File: config.mk
export PLATFORM = sky130hd
export DESIGN_NAME = pipe_stall_ctrl_flat
export DESIGN_NICKNAME = d
export VERILOG_FILES = /design/src/rtl/pipe_stall_ctrl_if.sv /design/src/rtl/pipe_stall_ctrl.sv /design/src/flat_wrapper.sv
export SDC_FILE = /design/constraint.sdc
export NUM_CORES = 1
export LEC_CHECK = 0
export CORE_MARGIN = 5
export CORE_UTILIZATION = 55
export DETAILED_ROUTE_END_ITERATION = 8
export PLACE_DENSITY = 0.95
export SLEW_MARGIN = 0
export SYNTH_ARGS = -nofsm -noshare
export SYNTH_HDL_FRONTEND = slang
export SYNTH_SLANG_ARGS = --single-unit
File: constraint.sdc
create_clock -name clk -period 4.3 [get_ports clk]
set_clock_uncertainty 0.2 [all_clocks]
set_input_delay 1.075 -clock clk [delete_from_list [all_inputs] [get_ports clk]]
set_output_delay 1.075 -clock clk [all_outputs]
set_load 0.02 [all_outputs]
File: src/rtl/pipe_stall_ctrl_if.sv
// Pipeline control bundle between the hazard/event sources and the stall controller.
// The controller takes the slave side: it consumes events and drives hold/flush/bubble enables.
interface pipe_stall_ctrl_if;
    logic ld_use_rs;
    logic ld_use_rt;
    logic dmem_busy;
    logic imem_busy;
    logic br_taken;
    logic halt_id;
    logic halt_wb;

    logic pc_hold;
    logic ifid_hold;
    logic ifid_flush;
    logic idex_hold;
    logic exmem_hold;
    logic exmem_bubble;
    logic memwb_bubble;

    modport master (
        output ld_use_rs, ld_use_rt, dmem_busy, imem_busy, br_taken, halt_id, halt_wb,
        input  pc_hold, ifid_hold, ifid_flush, idex_hold, exmem_hold, exmem_bubble, memwb_bubble
    );

    modport slave (
        input  ld_use_rs, ld_use_rt, dmem_busy, imem_busy, br_taken, halt_id, halt_wb,
        output pc_hold, ifid_hold, ifid_flush, idex_hold, exmem_hold, exmem_bubble, memwb_bubble
    );
endinterface

File: src/rtl/pipe_stall_ctrl.sv
// Stall/flush controller for the 5-stage core: halt-drain FSM, dmem wait watchdog
// and saturating stall/flush performance counters.
//
// state  | meaning
// RUN    | normal operation, hazards resolved by priority
// DRAIN  | HALT seen in ID, fetch frozen while older instructions retire
// HALTED | HALT retired, whole pipe frozen until reset
// ERR    | dmem watchdog expired, whole pipe frozen until reset
module pipe_stall_ctrl #(
    parameter int CNT_W    = 16,
    parameter int MAX_WAIT = 32
) (
    input  logic              clk,
    input  logic              rst,
    pipe_stall_ctrl_if.slave  pipe,
    output logic              halted,
    output logic              err_timeout,
    output logic [CNT_W-1:0]  stall_cycles,
    output logic [CNT_W-1:0]  flush_count
);

    typedef enum logic [1:0] {
        RUN    = 2'd0,
        DRAIN  = 2'd1,
        HALTED = 2'd2,
        ERR    = 2'd3
    } stateT;

    localparam logic [7:0] WAIT_LAST = 8'(MAX_WAIT - 1);

    stateT            state;
    stateT            nextState;
    logic [7:0]       waitCnt;
    logic             ldUse;
    logic             frozen;
    logic             timeout;
    logic             pcHold;
    logic             ifidHold;
    logic             ifidFlush;
    logic             idexHold;
    logic             exmemHold;
    logic             exmemBubble;
    logic             memwbBubble;
    logic             haltedQ;
    logic             errQ;
    logic [CNT_W-1:0] stallCnt;
    logic [CNT_W-1:0] flushCnt;

    assign ldUse  = pipe.ld_use_rs | pipe.ld_use_rt;
    assign frozen = (state == HALTED) || (state == ERR);
    // Timeout fires on the MAX_WAIT-th consecutive busy cycle.
    assign timeout = pipe.dmem_busy && (waitCnt == WAIT_LAST);

    always_comb begin
        pcHold      = 1'b0;
        ifidHold    = 1'b0;
        ifidFlush   = 1'b0;
        idexHold    = 1'b0;
        exmemHold   = 1'b0;
        exmemBubble = 1'b0;
        memwbBubble = 1'b0;
        if (frozen || pipe.dmem_busy) begin
            pcHold      = 1'b1;
            ifidHold    = 1'b1;
            idexHold    = 1'b1;
            exmemHold   = 1'b1;
            memwbBubble = 1'b1;
        end else if (ldUse) begin
            pcHold      = 1'b1;
            ifidHold    = 1'b1;
            idexHold    = 1'b1;
            exmemBubble = 1'b1;
        end else if (state == DRAIN) begin
            pcHold    = 1'b1;
            ifidFlush = 1'b1;
        end else if (pipe.imem_busy || pipe.br_taken) begin
            // A taken branch must load its target even with a fetch outstanding.
            ifidFlush = 1'b1;
            pcHold    = pipe.imem_busy & ~pipe.br_taken;
        end
    end

    always_comb begin
        nextState = state;
        case (state)
            RUN: begin
                if (timeout)
                    nextState = ERR;
                else if (pipe.halt_wb)
                    nextState = HALTED;
                else if (pipe.halt_id && !pipe.dmem_busy && !ldUse)
                    nextState = DRAIN;
            end
            DRAIN: begin
                if (timeout)
                    nextState = ERR;
                else if (pipe.halt_wb)
                    nextState = HALTED;
            end
            HALTED:  nextState = HALTED;
            ERR:     nextState = ERR;
            default: nextState = RUN;
        endcase
    end

    always_ff @(posedge clk) begin
        if (rst)
            state <= RUN;
        else
            state <= nextState;
    end

    always_ff @(posedge clk) begin
        if (rst) begin
            waitCnt  <= 8'd0;
            haltedQ  <= 1'b0;
            errQ     <= 1'b0;
            stallCnt <= '0;
            flushCnt <= '0;
        end else begin
            if (!pipe.dmem_busy)
                waitCnt <= 8'd0;
            else if (waitCnt != 8'hFF)
                waitCnt <= waitCnt + 8'd1;
            haltedQ <= (nextState == HALTED);
            errQ    <= errQ | (nextState == ERR);
            if (!frozen && pcHold && (stallCnt != '1))
                stallCnt <= stallCnt + CNT_W'(1);
            if (!frozen && ifidFlush && (flushCnt != '1))
                flushCnt <= flushCnt + CNT_W'(1);
        end
    end

    assign pipe.pc_hold      = pcHold;
    assign pipe.ifid_hold    = ifidHold;
    assign pipe.ifid_flush   = ifidFlush;
    assign pipe.idex_hold    = idexHold;
    assign pipe.exmem_hold   = exmemHold;
    assign pipe.exmem_bubble = exmemBubble;
    assign pipe.memwb_bubble = memwbBubble;

    assign halted       = haltedQ;
    assign err_timeout  = errQ;
    assign stall_cycles = stallCnt;
    assign flush_count  = flushCnt;

endmodule

File: src/flat_wrapper.sv
// flat-port wrapper written by rule: the top's interface ports become plain ports
module pipe_stall_ctrl_flat 
#(
    parameter int CNT_W    = 16,
    parameter int MAX_WAIT = 32
)
  (clk, rst, halted, err_timeout, stall_cycles, flush_count, pipe_ld_use_rs, pipe_ld_use_rt, pipe_dmem_busy, pipe_imem_busy, pipe_br_taken, pipe_halt_id, pipe_halt_wb, pipe_pc_hold, pipe_ifid_hold, pipe_ifid_flush, pipe_idex_hold, pipe_exmem_hold, pipe_exmem_bubble, pipe_memwb_bubble);
  pipe_stall_ctrl_if pipe_i ();
  input  logic clk;
  input  logic rst;
  output logic halted;
  output logic err_timeout;
  output logic [CNT_W-1:0] stall_cycles;
  output logic [CNT_W-1:0] flush_count;
  input wire logic [$bits(pipe_i.ld_use_rs)-1:0] pipe_ld_use_rs;
  input wire logic [$bits(pipe_i.ld_use_rt)-1:0] pipe_ld_use_rt;
  input wire logic [$bits(pipe_i.dmem_busy)-1:0] pipe_dmem_busy;
  input wire logic [$bits(pipe_i.imem_busy)-1:0] pipe_imem_busy;
  input wire logic [$bits(pipe_i.br_taken)-1:0] pipe_br_taken;
  input wire logic [$bits(pipe_i.halt_id)-1:0] pipe_halt_id;
  input wire logic [$bits(pipe_i.halt_wb)-1:0] pipe_halt_wb;
  output wire logic [$bits(pipe_i.pc_hold)-1:0] pipe_pc_hold;
  output wire logic [$bits(pipe_i.ifid_hold)-1:0] pipe_ifid_hold;
  output wire logic [$bits(pipe_i.ifid_flush)-1:0] pipe_ifid_flush;
  output wire logic [$bits(pipe_i.idex_hold)-1:0] pipe_idex_hold;
  output wire logic [$bits(pipe_i.exmem_hold)-1:0] pipe_exmem_hold;
  output wire logic [$bits(pipe_i.exmem_bubble)-1:0] pipe_exmem_bubble;
  output wire logic [$bits(pipe_i.memwb_bubble)-1:0] pipe_memwb_bubble;
  assign pipe_i.ld_use_rs = pipe_ld_use_rs;
  assign pipe_i.ld_use_rt = pipe_ld_use_rt;
  assign pipe_i.dmem_busy = pipe_dmem_busy;
  assign pipe_i.imem_busy = pipe_imem_busy;
  assign pipe_i.br_taken = pipe_br_taken;
  assign pipe_i.halt_id = pipe_halt_id;
  assign pipe_i.halt_wb = pipe_halt_wb;
  assign pipe_pc_hold = pipe_i.pc_hold;
  assign pipe_ifid_hold = pipe_i.ifid_hold;
  assign pipe_ifid_flush = pipe_i.ifid_flush;
  assign pipe_idex_hold = pipe_i.idex_hold;
  assign pipe_exmem_hold = pipe_i.exmem_hold;
  assign pipe_exmem_bubble = pipe_i.exmem_bubble;
  assign pipe_memwb_bubble = pipe_i.memwb_bubble;
  pipe_stall_ctrl #(.CNT_W(CNT_W), .MAX_WAIT(MAX_WAIT)) u_core (.clk(clk), .rst(rst), .pipe(pipe_i), .halted(halted), .err_timeout(err_timeout), .stall_cycles(stall_cycles), .flush_count(flush_count));
endmodule
==> reports/qor.json, run 1 <==
{
  "run_status": {
    "run_status": "finished clean"
  },
  "detailed_routing": {
    "route.detailed.wl_per_inst_um": 15.2,
    "drt-pass1-iter-count": 5,
    "post-route-drc-count": 0,
    "viasPerCell": 6.15,
    "totalWireLength_mm": 5.79,
    "drt.antenna.violating_nets": 0,
    "routed-via-count": 2345,
    "drtIter0Drc": 145
  },
  "critical_path": {
    "regToRegStartpoint": "u_core.flush_count[0]$_SDFFE_PP0P_",
    "critical_path.top_delay_family": "buffers and inverters",
    "worstPathRequired_ns": 3.02,
    "critPathLaunch": "pipe_ld_use_rt",
    "path_depth": 6,
    "cp_data_arrival_time_ns": 2.80,
    "worst-r2r-setup-slack_ns": 1.51,
    "crit_path_max_fanout": 4,
    "critical-path-slowest-cell": "clkdlybuf4s50_1",
    "critical_path.endpoint": "pipe_pc_hold",
    "slowest_delay_ns": 0.54,
    "critical_path_class": "input pin to primary output",
    "worst_setup_path_end_kind": "primary output",
    "worstSetupStartpointType": "input pin",
    "path_common_cell": "clkdlybuf4s50_1",
    "cp_num_buf_inv": 4,
    "r2r_end": "u_core.flush_count[8]$_SDFFE_PP0P_",
    "timing.reg2reg.worst_path_depth": 5,
    "series_of_cell_instances_along_the_critical_path": "clkdlybuf4s50_1 > nor4_4 > inv_2 > nor3_2 > inv_1 > clkdlybuf4s50_1"
  },
  "timing": {
    "max_clock_freq_mhz": 245,
    "slew_headroom_pct": 14.8,
    "hold_viol": 0,
    "setup_repair_after_global_routing_missed_its_margin": "false",
    "finalCritPeriodShare_pct": 94.7,
    "setup_viol": 0,
    "setup_ws_final_ns": 0.226,
    "min_period_ns": 4.07,
    "aggregate_negative_setup_slack_ns": 0,
    "final-max-slew-violation-count": 0,
    "tightest_slew_ns": 1.27
  },
  "grt": {
    "grt_util_all_layers_pct": 19.5,
    "grt_start_max_net_pins": 25,
    "number_of_antenna_violations_at_the_first_check_in_global_routing": 0,
    "grt_remaining_overflow": 0,
    "grt_pass1_wl_mm": 9.62,
    "first_global_vias": 2200
  },
  "cts": {
    "cts_inserted_buffers": 5,
    "insertion_delay_ns": 0.31,
    "tritoncts_clock_tree": "done",
    "post_cts_hold_buffer_count": 0,
    "htree_num_levels": 2,
    "cell_at_the_root_of_the_clock_tree": "clkbuf_8",
    "cts.clk_slew.worst_paths_ns": 0.08,
    "cts.sink_count": 44,
    "cts-root-to-sink-buffers": 2
  },
  "layout": {
    "layout-area-overhead-vs-synth_pct": 27.1,
    "layout.nets": 340,
    "finalInstanceArea_um2": 3040,
    "antenna-diode-count": 0,
    "share_of_post_route_cells_with_drive_strength_above_1_pct": 12.5,
    "final_core_util_pct": 70.8
  },
  "synthesis": {
    "synthesis.instances": 278,
    "synth_top_area_cell": "dfxtp_1",
    "post_synth_num_cell_types": 44,
    "asyncSetResetFlopFracSynth_pct": 0,
    "synth.yosys.warnings": 0,
    "syn_nets": 290,
    "yosysSeqAreaShare_pct": 36.8,
    "synth-edff-count": 0,
    "synth.cell_area_um2": 2390,
    "synthDominantCellAreaShare_pct": 36.8,
    "synth.area.top_cells": "dfxtp_1 37%, mux2_2 4.7%, a21oi_1 4.4%",
    "syn-mean-instance-area_um2": 8.60,
    "yosys_register_bits": 44,
    "yosys_most_used_dff": "dfxtp_1"
  },
  "place": {
    "portBuffers": 49,
    "hpwlAfterDp_mm": 4.17,
    "place_worst_setup_slack_ns": 0.0642,
    "routabilityCongestion": 0.838,
    "placed_cell_area_um2": 2930
  },
  "die": {
    "rows": 24,
    "ios": 50,
    "die_height_um": 75.9,
    "die_width_um": 75.9,
    "floorplan.initialDensity_pct": 55.7,
    "design.core.area_um2": 4290,
    "die_area_um2": 5770
  },
  "min_path": {
    "holdCritPathClass": "flop to flop",
    "worst_hold_startpoint": "u_core.err_timeout$_SDFF_PP0_"
  },
  "power_and_ir_drop": {
    "peakVddDrop_uv": 199,
    "total_leakage_power_nw": 0.984,
    "power_density_nw_per_um2": 263
  },
  "job": {
    "drv.max_cap_violation_count": 0
  }
}
repair_timing:
action | in CTS | in global routing
endpoints found under the hold margin | 0 | 0
resized for setup | 0 | 1
endpoints found under the setup margin | 0 | 1
buffers inserted | 0 | 0
power by group:
group / switching (mW) / internal (mW)
logic: 0.0388 / 0.0311
clock network: 0.139 / 0.172
registers: 0.00619 / 0.412
total: 0.184 / 0.616
registers in the layout (all words and copies together), names as in the netlist:
register	flops
u_core.waitCnt	8
u_core.err_timeout	1
u_core.flush_count	16
u_core.halted	1
u_core.stall_cycles	16
u_core.state	2
cells in the mapped netlist (2+ instances only):
| library cell | count |
|---|---|
| xor2_1 | 4 |
| mux2_4 | 2 |
| nor4_4 | 2 |
| mux2_2 | 10 |
| nor2b_1 | 14 |
| nor4b_1 | 3 |
| nor4_2 | 3 |
| ha_1 | 3 |
| buf_4 | 3 |
| nor4_1 | 8 |
| nor2_1 | 28 |
| or3_1 | 4 |
| nand3_1 | 15 |
| a31oi_1 | 3 |
| o31ai_1 | 13 |
| o41ai_1 | 2 |
| nand2_1 | 14 |
| o2111ai_1 | 3 |
| nor3_1 | 5 |
| or4b_2 | 2 |
| nand4_1 | 9 |
| and3_1 | 3 |
| o21ai_0 | 9 |
| inv_1 | 10 |
| and4_1 | 3 |
| a21oi_1 | 21 |
| or4_1 | 13 |
| clkbuf_1 | 7 |
| dfxtp_1 | 44 |
| or2_2 | 3 |
| and2_1 | 2 |
worst min-delay path by stage:
stage | end | slack [ns] | cells past startpoint
after floorplan | u_core.waitCnt[1]$_SDFFE_PP0P_ | 0.27 | 2
after global placement | u_core.err_timeout$_SDFF_PP0_ | 0.28 | 1
after detailed placement | u_core.err_timeout$_SDFF_PP0_ | 0.28 | 1
after CTS | u_core.err_timeout$_SDFF_PP0_ | 0.30 | 1
after global routing | u_core.err_timeout$_SDFF_PP0_ | 0.34 | 1
final | u_core.err_timeout$_SDFF_PP0_ | 0.29 | 1
area by class of cell:
class	instances	area (um2)
clock buffer	6	72.6
clock inverter	2	35.0
fill	335	1250
inverter	11	41.3
multi-input combinational	211	1410
sequential	44	881
tap	52	65.1
timing repair buffer	55	536
per-layer routing:
layer	up-vias	part of all wire [%]	GRT usage, %
met5	-	0	0
met4	0	1.1	7.47
met3	7	6.2	5.21
met2	73	50	33.5
met1	1115	43	23.0
li1	1150	-	-
layout by cell type, fill, tap and decap left out, types with 4 or more instances in the layout:
cell type         n
clkdlybuf4s50_1  49
dfxtp_1          44
nor2_1           28
a21oi_1          21
nand3_1          15
nor2b_1          14
nand2_1          14
o31ai_1          13
or4_1            13
inv_1            10
mux2_2           10
nand4_1           9
o21ai_0           9
nor4_1            8
buf_4             6
clkbuf_8          5
or3_1             4
nor3_1            4
xor2_1            4
worst register-to-register path, cell delays in order (launching register included):
cell and delay (ns):
dfxtp_1 0.43, ha_1 0.24, nand3_1 0.27, nor4_2 1.10, nor4_1 0.12, mux2_2 0.32
cell families after synthesis:
family                     Yosys count  share of synthesized area, %
xor gates and xnor gates             4                          1.47
and+or+nand+nor                    134                          33.4
DFF                                 44                          36.8
adders and majority gates            3                          1.57
AOI/OAI and AO/OA                   58                          16.3
buffers and inverters               23                          4.45
muxes                               12                          5.97
per-stage QoR:
stage | cells | hold WS (ns) | power (mW)
2_1_floorplan | 278 | 0.275 | 0.468
3_3_place_gp | 373 | 0.281 | 0.495
3_5_place_dp | 373 | 0.280 | 0.498
4_1_cts | 381 | 0.299 | 0.808
5_1_grt | 381 | 0.344 | 0.834
6_report | 381 | 0.292 | 0.800
Note: power is estimated with default switching activity, not from simulation.
==> inputs of run 2 (changes only) <==
Settings changed: CORE_UTILIZATION 55 to 40, DONT_BUFFER_PORTS set to 1, PLACE_DENSITY 0.95 to 0.65.
==> run 2 against run 1 <==
Effect of this change: worst setup slack gained 0.34 ns; clock power grew 7.7%; combinational power shrank 52%; routed wire length shrank 5.5%; first-iteration DRC count shrank 43%; cell area shrank 16%; critical path depth shrank 2; non-clock buffer count shrank 53; final cell count shrank 7.9%; global-route usage shrank 4.9 points; critical path type unchanged; highest routed layer unchanged.
==> reports/qor.json, run 2 (same netlist as run 1, synthesis figures left out) <==
{
  "power_and_ir_drop": {
    "part_of_the_total_power_dissipated_in_sequential_elements_pct": 53.4,
    "p_int_mw": 0.614,
    "pwr-share-clk_pct": 42.4,
    "total_leakage_power_nw": 0.794,
    "power_density_nw_per_um2": 311,
    "peakVddDrop_uv": 176,
    "switching_share_pct": 22.6,
    "power_switching_mw": 0.180,
    "pwr-share-comb_pct": 4.2
  },
  "critical_path": {
    "worst_setup_path_end_kind": "primary output",
    "worst-r2r-setup-slack_ns": 1.89,
    "slowest_delay_ns": 0.55,
    "worstSetupStartpointType": "input pin",
    "cp_num_buf_inv": 2,
    "crit_path_max_fanout": 5,
    "series_of_cell_instances_along_the_critical_path": "nor4_4 > inv_2 > nor3_1 > inv_1",
    "cp_data_arrival_time_ns": 2.46,
    "critical_path.top_delay_family": "simple AND/OR/NAND/NOR gates",
    "critical_path_class": "input pin to primary output",
    "worstPathRequired_ns": 3.02,
    "critical-path-slowest-cell": "nor3_1"
  },
  "die": {
    "die_height_um": 87.3,
    "die_area_um2": 7620,
    "ios": 50,
    "design.core.area_um2": 5850,
    "rows": 28,
    "die_width_um": 87.3,
    "floorplan.initialDensity_pct": 40.9
  },
  "cts": {
    "cts_inserted_buffers": 5,
    "postCtsSetupBuffers": 0,
    "cts.sink_count": 44,
    "htree_num_levels": 2,
    "cts.clk_slew.worst_paths_ns": 0.08,
    "cell_at_the_root_of_the_clock_tree": "clkbuf_8",
    "post_cts_hold_buffer_count": 0,
    "cts-root-to-sink-buffers": 2,
    "tritoncts_clock_tree": "done",
    "insertion_delay_ns": 0.30,
    "resized_after_cts": 0
  },
  "layout": {
    "share_of_post_route_cells_with_drive_strength_above_1_pct": 13.4,
    "layout.cells.most_common_list": "44 x dfxtp_1, 28 x nor2_1, 21 x a21oi_1",
    "layout.nets": 287,
    "layout-area-overhead-vs-synth_pct": 6.91,
    "fin_cells": 351,
    "fillCellCount": 588,
    "most_common_cell_after_layout_fill_and_taps_aside": "dfxtp_1",
    "antenna-diode-count": 0
  },
  "grt": {
    "first_global_vias": 1914,
    "number_of_antenna_violations_at_the_first_check_in_global_routing": 0,
    "grt_util_all_layers_pct": 14.6,
    "grt_pass1_wl_mm": 8.97,
    "grt_remaining_overflow": 0,
    "grt_start_max_net_pins": 47
  },
  "timing": {
    "min_period_ns": 3.73,
    "aggregate_negative_setup_slack_ns": 0,
    "max_clock_freq_mhz": 268,
    "setup_viol": 0,
    "hold_viol": 0,
    "tightest_slew_ns": 0.862,
    "finalCritPeriodShare_pct": 86.8,
    "setup_repair_after_global_routing_missed_its_margin": "false",
    "slew_headroom_pct": 42.1,
    "final-max-slew-violation-count": 0
  },
  "min_path": {
    "holdCritPathClass": "flop to flop"
  },
  "place": {
    "portBuffers": 0,
    "routabilityCongestion": 0.763,
    "hpwlAfterDp_mm": 3.81,
    "dp_cells": 343
  },
  "job": {
    "drv.max_cap_violation_count": 0
  },
  "detailed_routing": {
    "routed-via-count": 2084,
    "route.detailed.wl_per_inst_um": 15.6,
    "viasPerCell": 5.94,
    "totalWireLength_mm": 5.46,
    "drt-pass1-iter-count": 4,
    "drtIter0Drc": 82,
    "drt.antenna.violating_nets": 0,
    "post-route-drc-count": 0
  },
  "run_status": {
    "run_status": "finished clean"
  }
}
## run 2: cell types whose count changed in the layout (fill, tap and decap cells not counted)
cell | before | now
nor3_1 | 4 | 5
clkinv_2 | 1 | 0
buf_4 | 6 | 2
clkdlybuf4s50_1 | 49 | 0
clkbuf_8 | 5 | 6
nor3_2 | 1 | 0
clkinv_4 | 0 | 1
clkbuf_1 | 1 | 0
## run 2: path summary, 6_finish.rpt
check,depth (start not counted),endpoint,from
worst min-delay path,2,u_core.waitCnt[1]$_SDFFE_PP0P_,u_core.waitCnt[1]$_SDFFE_PP0P_
worst min register to register,2,u_core.waitCnt[1]$_SDFFE_PP0P_,u_core.waitCnt[1]$_SDFFE_PP0P_
worst max register to register,4,u_core.stall_cycles[7]$_SDFFE_PP0P_,u_core.stall_cycles[10]$_SDFFE_PP0P_
worst max-delay path,4,pipe_pc_hold,pipe_dmem_busy
## run 2: routing by layer
metal  track usage, %  routed length (um)  vias to the layer above
met5                0                   0                        -
met4             5.44                  90                        0
li1                 -                   -                     1036
met3             4.35                 363                        7
met1             18.3                2490                      984
met2             23.6                2520                       57
## run 2: per-stage QoR
stage                     instance area, um2  utilization (%)  power [mW]  setup WS (ns)  hold WS, ns
after global routing                    2560             43.7       0.828          0.388        0.363
after floorplan                         2390                -       0.468          0.909        0.275
after detailed placement                2430             41.6       0.468          0.572        0.320
after global placement                  2430             41.6       0.467          0.616        0.311
final                                   2560             43.7       0.794          0.566        0.333
after CTS                               2560             43.7       0.806          0.564        0.330
## run 2: cell type report
cell class	count	area [um2]	share of cell area, %
multi-input combinational	211	1400	54.9
sequential	44	881	34.5
tap	75	93.8	3.67
clock buffer	6	82.6	3.23
inverter	11	41.3	1.62
clock inverter	2	38.8	1.52
timing repair buffer	2	15.0	0.587
## run 2: power by group through the flow
stage                     clock [mW]  combinational, mW  sequential, mW
after global placement             0             0.0331           0.434
after global routing           0.365             0.0383           0.425
final                          0.336             0.0335           0.424
after floorplan                    0             0.0365           0.431
after detailed placement           0             0.0340           0.434
after CTS                      0.348             0.0339           0.424
## run 2: worst register-to-register path, cell delays in order (launching register included)
cell     delay (ns)
dfxtp_1        0.58
nand4_1        0.25
nor4_4         0.84
nor4_1         0.14
mux2_2         0.30
==> inputs of run 3 (changes only) <==
Settings changed: HOLD_SLACK_MARGIN set to 0.03.
==> results of run 3 <==
Same layout as run 2: the final DEF is identical, and so are final timing and power.
